**src/rtl/booth_feeder.sv**
```systemverilog
// Operand FIFO and load/compute/capture sequencer wrapped around a 32x32 signed Booth
// multiplier, with a valid/ready result stream.
module booth_feeder #(
  parameter int unsigned DEPTH = 4,
  parameter int unsigned W     = 32
) (
  input  logic                   i_clk,
  input  logic                   i_rst_n,
  input  logic                   i_in_valid,
  output logic                   o_in_ready,
  input  logic [W-1:0]           i_in_a,
  input  logic [W-1:0]           i_in_b,
  output logic                   o_mul_load,
  output logic [W-1:0]           o_mul_a,
  output logic [W-1:0]           o_mul_b,
  input  logic [2*W-1:0]         i_mul_out,
  output logic                   o_res_valid,
  input  logic                   i_res_ready,
  output logic [2*W-1:0]         o_res_data,
  output logic [$clog2(DEPTH):0] o_fifo_count
);

  localparam int unsigned PW = $clog2(DEPTH);
  localparam int unsigned CW = PW + 1;

  typedef enum logic [2:0] {StIdle, StLoad, StCalc, StCapt, StHold} state_e;

  state_e          r_state;
  state_e          w_state_d;
  logic [W-1:0]    r_mem_a [DEPTH];
  logic [W-1:0]    r_mem_b [DEPTH];
  logic [PW-1:0]   r_wr_ptr;
  logic [PW-1:0]   r_rd_ptr;
  logic [CW-1:0]   r_count;
  logic            r_mul_load;
  logic [W-1:0]    r_mul_a;
  logic [W-1:0]    r_mul_b;
  logic            r_res_valid;
  logic [2*W-1:0]  r_res_data;
  logic            w_in_ready;
  logic            w_push;
  logic            w_pop;

  assign w_in_ready = (r_count < CW'(DEPTH));
  assign w_push     = i_in_valid && w_in_ready;
  assign w_pop      = (r_state == StIdle) && (r_count != '0);

  always_comb begin
    w_state_d = r_state;
    unique case (r_state)
      StIdle: if (w_pop) w_state_d = StLoad;
      StLoad: w_state_d = StCalc;
      StCalc: w_state_d = StCapt;
      StCapt: w_state_d = StHold;
      StHold: if (i_res_ready) w_state_d = StIdle;
      default: w_state_d = StIdle;
    endcase
  end

  // Storage is not reset; occupancy and pointers alone define what is valid.
  always_ff @(posedge i_clk) begin
    if (w_push) begin
      r_mem_a[r_wr_ptr] <= i_in_a;
      r_mem_b[r_wr_ptr] <= i_in_b;
    end
  end

  always_ff @(posedge i_clk) begin
    if (!i_rst_n) begin
      r_state     <= StIdle;
      r_wr_ptr    <= '0;
      r_rd_ptr    <= '0;
      r_count     <= '0;
      r_mul_load  <= 1'b0;
      r_mul_a     <= '0;
      r_mul_b     <= '0;
      r_res_valid <= 1'b0;
      r_res_data  <= '0;
    end else begin
      r_state    <= w_state_d;
      r_mul_load <= (w_state_d == StLoad);
      if (w_push) r_wr_ptr <= r_wr_ptr + PW'(1);
      if (w_pop) begin
        r_rd_ptr <= r_rd_ptr + PW'(1);
        r_mul_a  <= r_mem_a[r_rd_ptr];
        r_mul_b  <= r_mem_b[r_rd_ptr];
      end
      if (w_push && !w_pop) begin
        r_count <= r_count + CW'(1);
      end else if (!w_push && w_pop) begin
        r_count <= r_count - CW'(1);
      end
      // Product is registered by the multiplier on the CALC edge, so it is sampled here.
      if (r_state == StCapt) begin
        r_res_data  <= i_mul_out;
        r_res_valid <= 1'b1;
      end else if ((r_state == StHold) && i_res_ready) begin
        r_res_valid <= 1'b0;
      end
    end
  end

  assign o_in_ready   = w_in_ready;
  assign o_mul_load   = r_mul_load;
  assign o_mul_a      = r_mul_a;
  assign o_mul_b      = r_mul_b;
  assign o_res_valid  = r_res_valid;
  assign o_res_data   = r_res_data;
  assign o_fifo_count = r_count;

endmodule

```
**config.mk**
```make
export PLATFORM = sky130hd
export DESIGN_NAME = booth_feeder
export DESIGN_NICKNAME = d
export VERILOG_FILES = /design/src/rtl/booth_feeder.sv
export SDC_FILE = /design/constraint.sdc
export NUM_CORES = 1
export LEC_CHECK = 0
export ABC_AREA = 1
export CORE_AREA = 5 5 181 183
export CTS_BUF_LIST = sky130_fd_sc_hd__clkbuf_8 sky130_fd_sc_hd__clkbuf_16
export DETAILED_ROUTE_END_ITERATION = 12
export DIE_AREA = 0 0 186 188
export GPL_TIMING_DRIVEN = 0
export MAX_ROUTING_LAYER = met4
export PLACE_DENSITY = 0.76
export RECOVER_POWER = 100
export SKIP_LAST_GASP = 1
export SLEW_MARGIN = 10
export SYNTH_ARGS = -nofsm -noshare
export SYNTH_HDL_FRONTEND = slang
export SYNTH_SLANG_ARGS = --single-unit
```
**constraint.sdc**
```tcl
create_clock -name i_clk -period 4.7 [get_ports i_clk]
set_input_delay 0.94 -clock i_clk [delete_from_list [all_inputs] [get_ports i_clk]]
set_output_delay 0.94 -clock i_clk [all_outputs]
set_load 0.005 [all_outputs]
```
; Word level (Yosys, flattened, before mapping)
; Memory sizes are Yosys's and may differ from the RTL's. A register that Yosys moved wholly into a read port is not among the register bits.
; Cells that the tools add are included.
[op_classes]
addsub = 4
order_cmp = 1
n_eq_ne = 5
mux = 9
reduce_logical = 13
[ops]
columns = operator, n
row1 = 3-bit one-hot mux with 5 select lines, 1
row2 = 3-bit 2-to-1 mux, 4
row3 = 3-bit by 1-bit == test with 1-bit output (second input constant), 2
row4 = 3-bit by 2-bit == test with 1-bit output (second input constant), 2
row5 = 1-bit logical AND, 5
row6 = 2-bit by 1-bit adder with 2-bit output (second input constant), 2
row7 = 1-bit logical NOT, 4
row8 = 1-bit 2-to-1 mux, 4
row9 = 2-bit nonzero test, 2
row10 = 3-bit by 1-bit adder with 3-bit output (second input constant), 1
row11 = 3-bit == test (second input constant), 1
row12 = 3-bit logical NOT, 1
row13 = 3-bit less-than comparator (second input constant), 1
row14 = 3-bit nonzero test, 1
row15 = 3-bit by 1-bit subtractor with 3-bit output (second input constant), 1
[word_totals]
ff_bits = 76
ram_bits = 256
elab_cells = 41
mem_count = 2
[mem_list]
columns = name, words, width, read_ports, rd_ports_with_merged_regs, write_ports, line_no
row1 = r_mem_a, 4, 32, 1, 1, 1, 30  ; logic [W-1:0] r_mem_a [DEPTH];
row2 = r_mem_b, 4, 32, 1, 1, 1, 31  ; logic [W-1:0] r_mem_b [DEPTH];

; Longest topological paths before layout
[depth]
ltp_word = 6
ltp_mapped = 15
depth_no_buf = 13

; Worst setup path before layout
; No wires, ideal clock.
[synth_timing]
path_kind = in2reg
start = in i_in_valid
end = mem r_mem_a[0][0], enable pin
setup_ns = 0.487
arrival_ns = 3.784
required_time_ns = 4.213
path_slack_ns = 0.430
path_stages = 2
n_path_buf = 0
path_cell_list = nand2_1 nor2_1
[synth_via]
elab_chain_len = 3
[synth_rtl]
columns = item, line_no
row1 = from (decl), 9  ; input logic i_in_valid,
row2 = 1-bit logical AND, 45  ; assign w_push = i_in_valid && w_in_ready;
row3 = 1-bit 2-to-1 mux, 62  ; if (w_push) begin
row4 = 1-bit 2-to-1 mux (not written as such), 63  ; r_mem_a[r_wr_ptr] <= i_in_a;
row5 = to (decl), 30
; No other way between the ends.

; Worst setup path in the final report
[layout_timing]
start = in i_in_valid
end = mem r_mem_b[2][5], enable pin
[layout_via]
elab_chain_len = 3
[layout_rtl]
columns = item, line_no
row1 = 1-bit logical AND, 45
row2 = 1-bit 2-to-1 mux, 62
row3 = 1-bit 2-to-1 mux (not written as such), 64  ; r_mem_b[r_wr_ptr] <= i_in_b;
row4 = to (decl), 31
; No other way between the ends.

==> impl_metrics.ini <==
[pwr]
power.total_mw = 11.3
leakage_nw = 9.79
p_per_area_mw_per_mm2 = 545
ir_worst_vdd_mv = 0.428

[critical_path]
slowest_stage = nor2_1
worst_ep_arrival_time_ns = 3.62
end_kind = flip-flop
r2r_slack_ns = 1.66
cp-start-kind = primary input
path_max_fanout = 24
slowest_delay_ns = 1.66
crit_chain = dlygate4sd3_1 -> nand2_1 -> nor2_1 -> buf_12
cp_top_family = simple AND/OR/NAND/NOR gates
path_buf_inv = 2
crit-reg2reg-launch = o_fifo_count[0]
reg2reg_depth = 14
r2r_end = o_fifo_count[2]
crit_type = in2reg
cp.required_ns = 4.91

[clocking]
cts-buffers-inserted = 41
cts.clk_slew.worst_paths_ns = 0.06
cts_max_level = 2
cts.hold.buffers_added = 0
post_cts_buffers = 0
cts.sinks = 396
cts.path.max_buffers = 3
clock-root-buffer = clkbuf_16
cts_resized = 0
clock_latency_ns = 0.52
cts_tree = yes

[finish]
layout-drive-gt1-share_pct = 5.81
syn_to_final_growth_pct = 28.7
register_area_mm2 = 0.0105
final_util_pct = 66.8
final_cell_area_mm2 = 0.0207
nNetsFinal = 2224
multi_input_area_mm2 = 0.00390
fill_cells = 2393

[synth]
synth_warnings = 0
syn_area_per_cell_um2 = 9.11
synth_area_leaders = edfxtp_1 48%, dfxtp_1 17%, nand2_1 11%, inv_1 7.8%, nor2_1 6.2%
syn_inst = 1769
synth_top_cell_area_share_pct = 47.7
synth_nets = 1907
yosys.area.top_type = edfxtp_1
yosysSeqAreaShare_pct = 65.1
synth_cell_types = 19
synthesis.area_mm2 = 0.0161
ys_ff_latch = 396

[sta]
hold_violations = 0
relSlewSlack_pct = -46.7
rsz0062_at_grt = no
skew_ns = 0.00955
fmax_mhz = 294
fin_crit_ns = 3.40
tightest_slew_ns = 2.19
post-route-period-util_pct = 72.4
finalSetupViolCount = 0
fin_ws_ns = 1.30
slew_violations = 73

[route]
totalWireLength_um = 39700
viasPerCell = 4.77
antenna_left = 0
vias = 12065
drt_iter0_drc = 820
post_drt_wl_per_cell_um = 15.7
drcViolationCount = 0
drt_pass1_iterations = 5

[placement]
port_buffers = 264
place_ws_ns = 1.64
place_area_mm2 = 0.0195
globalplace.congestion = 0.820
dp.final_hpwl_um = 27500

[floorplanning]
rows = 65
die_y_um = 188
die-area_mm2 = 0.0350
die_x_um = 186
pin_count = 266
start_util_pct = 51.9
core_mm2 = 0.0311

[global_routing]
grt_overflow = 0
antenna_found_initial = 10
grt_pass1_vias = 12067
grt_pass1_wl_um = 62500
grt_max_degree = 26
grt_use_total_pct = 23.2

[worst_hold_path]
hold_depth = 2
hp-start = o_res_valid
worstHoldEndpoint = o_res_valid
worstHoldPathType = reg2reg

[job]
maxCapViolCount = 4

[status]
violations = max-capacitance violations, max-slew violations
status = finished, violations left
cell type report:
cell class | count | share of cell area [%]
Inverter | 339 | 6.14
Clock buffer | 46 | 5.39
Tap cell | 402 | 2.43
Sequential cell | 396 | 50.6
Clock inverter | 29 | 0.881
Antenna cell | 11 | 0.133
Buffer | 86 | 2.04
Multi-Input combinational cell | 948 | 18.8
Timing Repair Buffer | 274 | 13.6
layout by cell type (no fill, tap or decap), types with 2 or more instances in the layout:
master             n
inv_2              3
clkinv_2           7
nand3_1          132
buf_2             44
ha_1               5
clkdlybuf4s50_1   65
clkbuf_8           3
bufinv_16          2
inv_1            349
clkbuf_1          35
o21ai_0           69
dfxtp_1          140
a21oi_1            9
buf_12             6
buf_6              3
clkbuf_16         43
dlygate4sd3_1    199
buf_16             2
clkinv_1           5
buf_4              6
nand2_1          462
nor3_1             2
diode_2           11
nor2_1           265
edfxtp_1         256
cell families after synthesis:
group,synth area share [%]
buf+inv,10.7
fa+ha+maj,0.512
flops,65.1
compound gates,2.42
simple gates,21.3
where the power goes:
| group | switching [mW] | internal [mW] |
|---|---|---|
| Sequential | 0.243 | 4.35 |
| Combinational | 2.16 | 1.46 |
| Clock | 1.28 | 1.81 |
sequential cells by signal, summed over array words and instances (netlist names):
name	flops
o_mul_a	32
r_rd_ptr	2
o_mul_load	1
r_state	3
o_res_data	64
r_mem_a	128
o_mul_b	32
r_wr_ptr	2
r_mem_b	128
o_fifo_count	3
o_res_valid	1
per-stage QoR:
step | hold slack [ns] | TNS, ns | std cells
2_1_floorplan | 0.456 | 0 | 1769
3_3_place_gp | 0.452 | -571.27 | 2435
3_5_place_dp | 0.462 | 0 | 2445
4_1_cts | 0.470 | 0 | 2520
5_1_grt | 0.508 | 0 | 2528
6_report | 0.465 | 0 | 2531
worst max-delay path by stage:
stage	cells after the start	slack (ns)	start	end
2_1_floorplan	2	0.43	i_in_valid	r_mem_a[0][0]
3_3_place_gp	3	-2.27	i_in_valid	r_mem_a[1][28]
3_5_place_dp	4	1.64	i_in_valid	r_mem_b[2][3]
4_1_cts	4	2.18	i_in_valid	r_mem_b[2][5]
5_1_grt	4	1.08	i_in_valid	r_mem_b[2][5]
6_report	4	1.30	i_in_valid	r_mem_b[2][5]
routing by layer:
layer | GRT usage (%) | share of wire (%) | vias up
li1 | - | - | 6074
met1 | 28.2 | 40 | 5509
met2 | 40.0 | 51 | 404
met3 | 3.41 | 6.2 | 78
met4 | 6.89 | 2.6 | 0
met5 | - | 0 | -
worst min-delay path, stage by stage (launching register included):
cell     delay (ns)
dfxtp_1        0.30
nand2_1        0.06
a21oi_1        0.06
Yosys cell counts:
library cell  instances
a21oi_1               9
nand2_2               2
buf_2                48
inv_2                 3
nor3_1                2
o21ai_0              69
nor2_4                1
inv_1               336
nand3_1             132
buf_6                 4
dfxtp_1             140
buf_4                11
clkbuf_1             23
ha_1                  5
nand3b_1              1
nand2_1             461
edfxtp_1            256
nor2_1              265
fa_1                  1
No activity file was read; power rests on OpenSTA's default activity.
==> RTL change (config.mk and constraints unchanged) <==
Reset style: asynchronous (`i_rst_n`), changed in one clocked block.
--- a/src/rtl/booth_feeder.sv
+++ b/src/rtl/booth_feeder.sv
@@ -65,7 +65,7 @@
     end
   end
 
-  always_ff @(posedge i_clk) begin
+  always_ff @(posedge i_clk or negedge i_rst_n) begin
     if (!i_rst_n) begin
       r_state     <= StIdle;
       r_wr_ptr    <= '0;
Formal check against the unedited RTL: differs if i_rst_n is asserted again (counterexample within 4 cycles, from zero or initial values and one cycle with i_rst_n low); with i_rst_n held inactive, the same outputs for 4 cycles.
==> RTL change against the unedited design <==
  * Cell area rose by 1.2%
  * Sequential share of layout area rose by 2.7 points
  * Sequential cell count is the same
  * Via count fell by 0.85%
  * Die area unchanged
  * Synthesized area is 0.73% higher
  * Wire length grew 2.9%
  * Largest power group unchanged
  * The run still ends with capacitance limit, slew limit left
  * Count of clock-buffer cells in the layout grew 5
  * Worst setup slack got worse by 0.18 ns
  * Clock skew rose by 0.0044 ns
  * Total power is 17% higher
  * Largest cell class unchanged
==> RTL change: results (changes against the unedited design) <==
[run_status]
status=complete, but fails checks
violations=capacitance limit, slew limit

[routing]
wl_met1_mm=16.0  ; +0.75%
first_iter_violations=762  ; -7.1%
wirelength_mm=40.9  ; +2.9%
dr.pass1.iters=5  ; unchanged
met3WireLength_mm=3.29  ; +33%

[finish]
finalNonFillerCells=2390  ; -5.6%
multi_input_area_share_pct=17.3  ; -1.5 points
num-fill-cells=2325  ; -2.8%
signal_buffers=352  ; -2.2%
drive_gt1_share_pct=5.98  ; +0.17 points
nNonClkInverters=274  ; -19%
seq-cell-share_pct=53.3  ; +2.7 points
n_clock_buffer=51  ; +11%
nets=2079  ; -6.5%
buffer_area_share_pct=15.3  ; -0.39 points
insertedDiodeCount=15  ; +4
clk_share_pct=6.63  ; +0.36 points

[global_route]
grt_pass1_vias=12159  ; +0.76%
antenna_found_initial=15  ; +5
grt_usage_pct=24.0  ; +0.79 points

[sta]
skew_ns=0.0139  ; +0.00435 ns
slew_violations=98  ; +34%
tightest_slew_ns=2.20  ; +0.00486 ns

[synth]
synth_common_cells=659 x nand2_1, 268 x inv_1, 256 x edfxtp_1
ys_seq_area_share_pct=68.9  ; +3.8 points
synth_compound_area_share_pct=0.123  ; -2.3 points
ys_async_sr_fraction_pct=35.4  ; +35 points
synth-xor-area-share_pct=0.216  ; +0.22 points
synthCells=1623  ; -8.3%
syn_nets=1761  ; -7.7%
synthAdderAreaFrac_pct=0.509  ; -0.0037 points

[placement]
place_area_sq_mm=0.0197  ; +0.72%
dp_cells=2300  ; -5.9%
portBuffers=265  ; +0.38%
place_ws_ns=1.44  ; -0.201 ns
dpl.hpwl_mm=27.9  ; +1.6%

[flow_run]
maxCapViolCount=2  ; -2

[worst_setup_path]
cp_data_arrival_time_ns=3.72  ; +0.10 ns

[clock_tree]
clkLatencyLatePin_ns=0.54  ; +0.02 ns

[pwr]
peakVddDrop_mv=0.313  ; -27%
total_leakage_power_nw=9.99  ; +2.1%

[worst_hold_path]
min_path_type=in2async

RTL change: final timing paths:
path	start	end	slack [ns]	cells after the start
min in group i_clk	o_res_data[26]	o_res_data[26]	0.46	2
max reg2reg	r_wr_ptr[0]	r_mem_b[0][30]	1.58	6
max in group asynchronous	i_rst_n	o_mul_a[22]	2.03	2
min	i_rst_n	o_res_data[55]	0.36	1
min reg2reg	o_res_data[26]	o_res_data[26]	0.46	2
max	i_in_valid	r_mem_b[0][30]	1.12	5
RTL change: layer usage:
metal	vias to the layer above	GRT usage, %
li1	5712	-
met1	5641	28.9
met2	517	40.3
met3	93	5.04
met4	0	7.93
met5	-	-
RTL change: worst max-delay path: stages:
cell and delay [ns]:
dlygate4sd3_1 0.54, nand2_1 0.22, nor2_4 0.69, buf_12 0.28, clkbuf_1 1.02
RTL change: power by group:
group	leakage, nW	switching, mW	internal (mW)
Clock	0.721	1.31	1.94
Sequential	4.05	0.384	4.68
Combinational	5.22	2.95	1.89
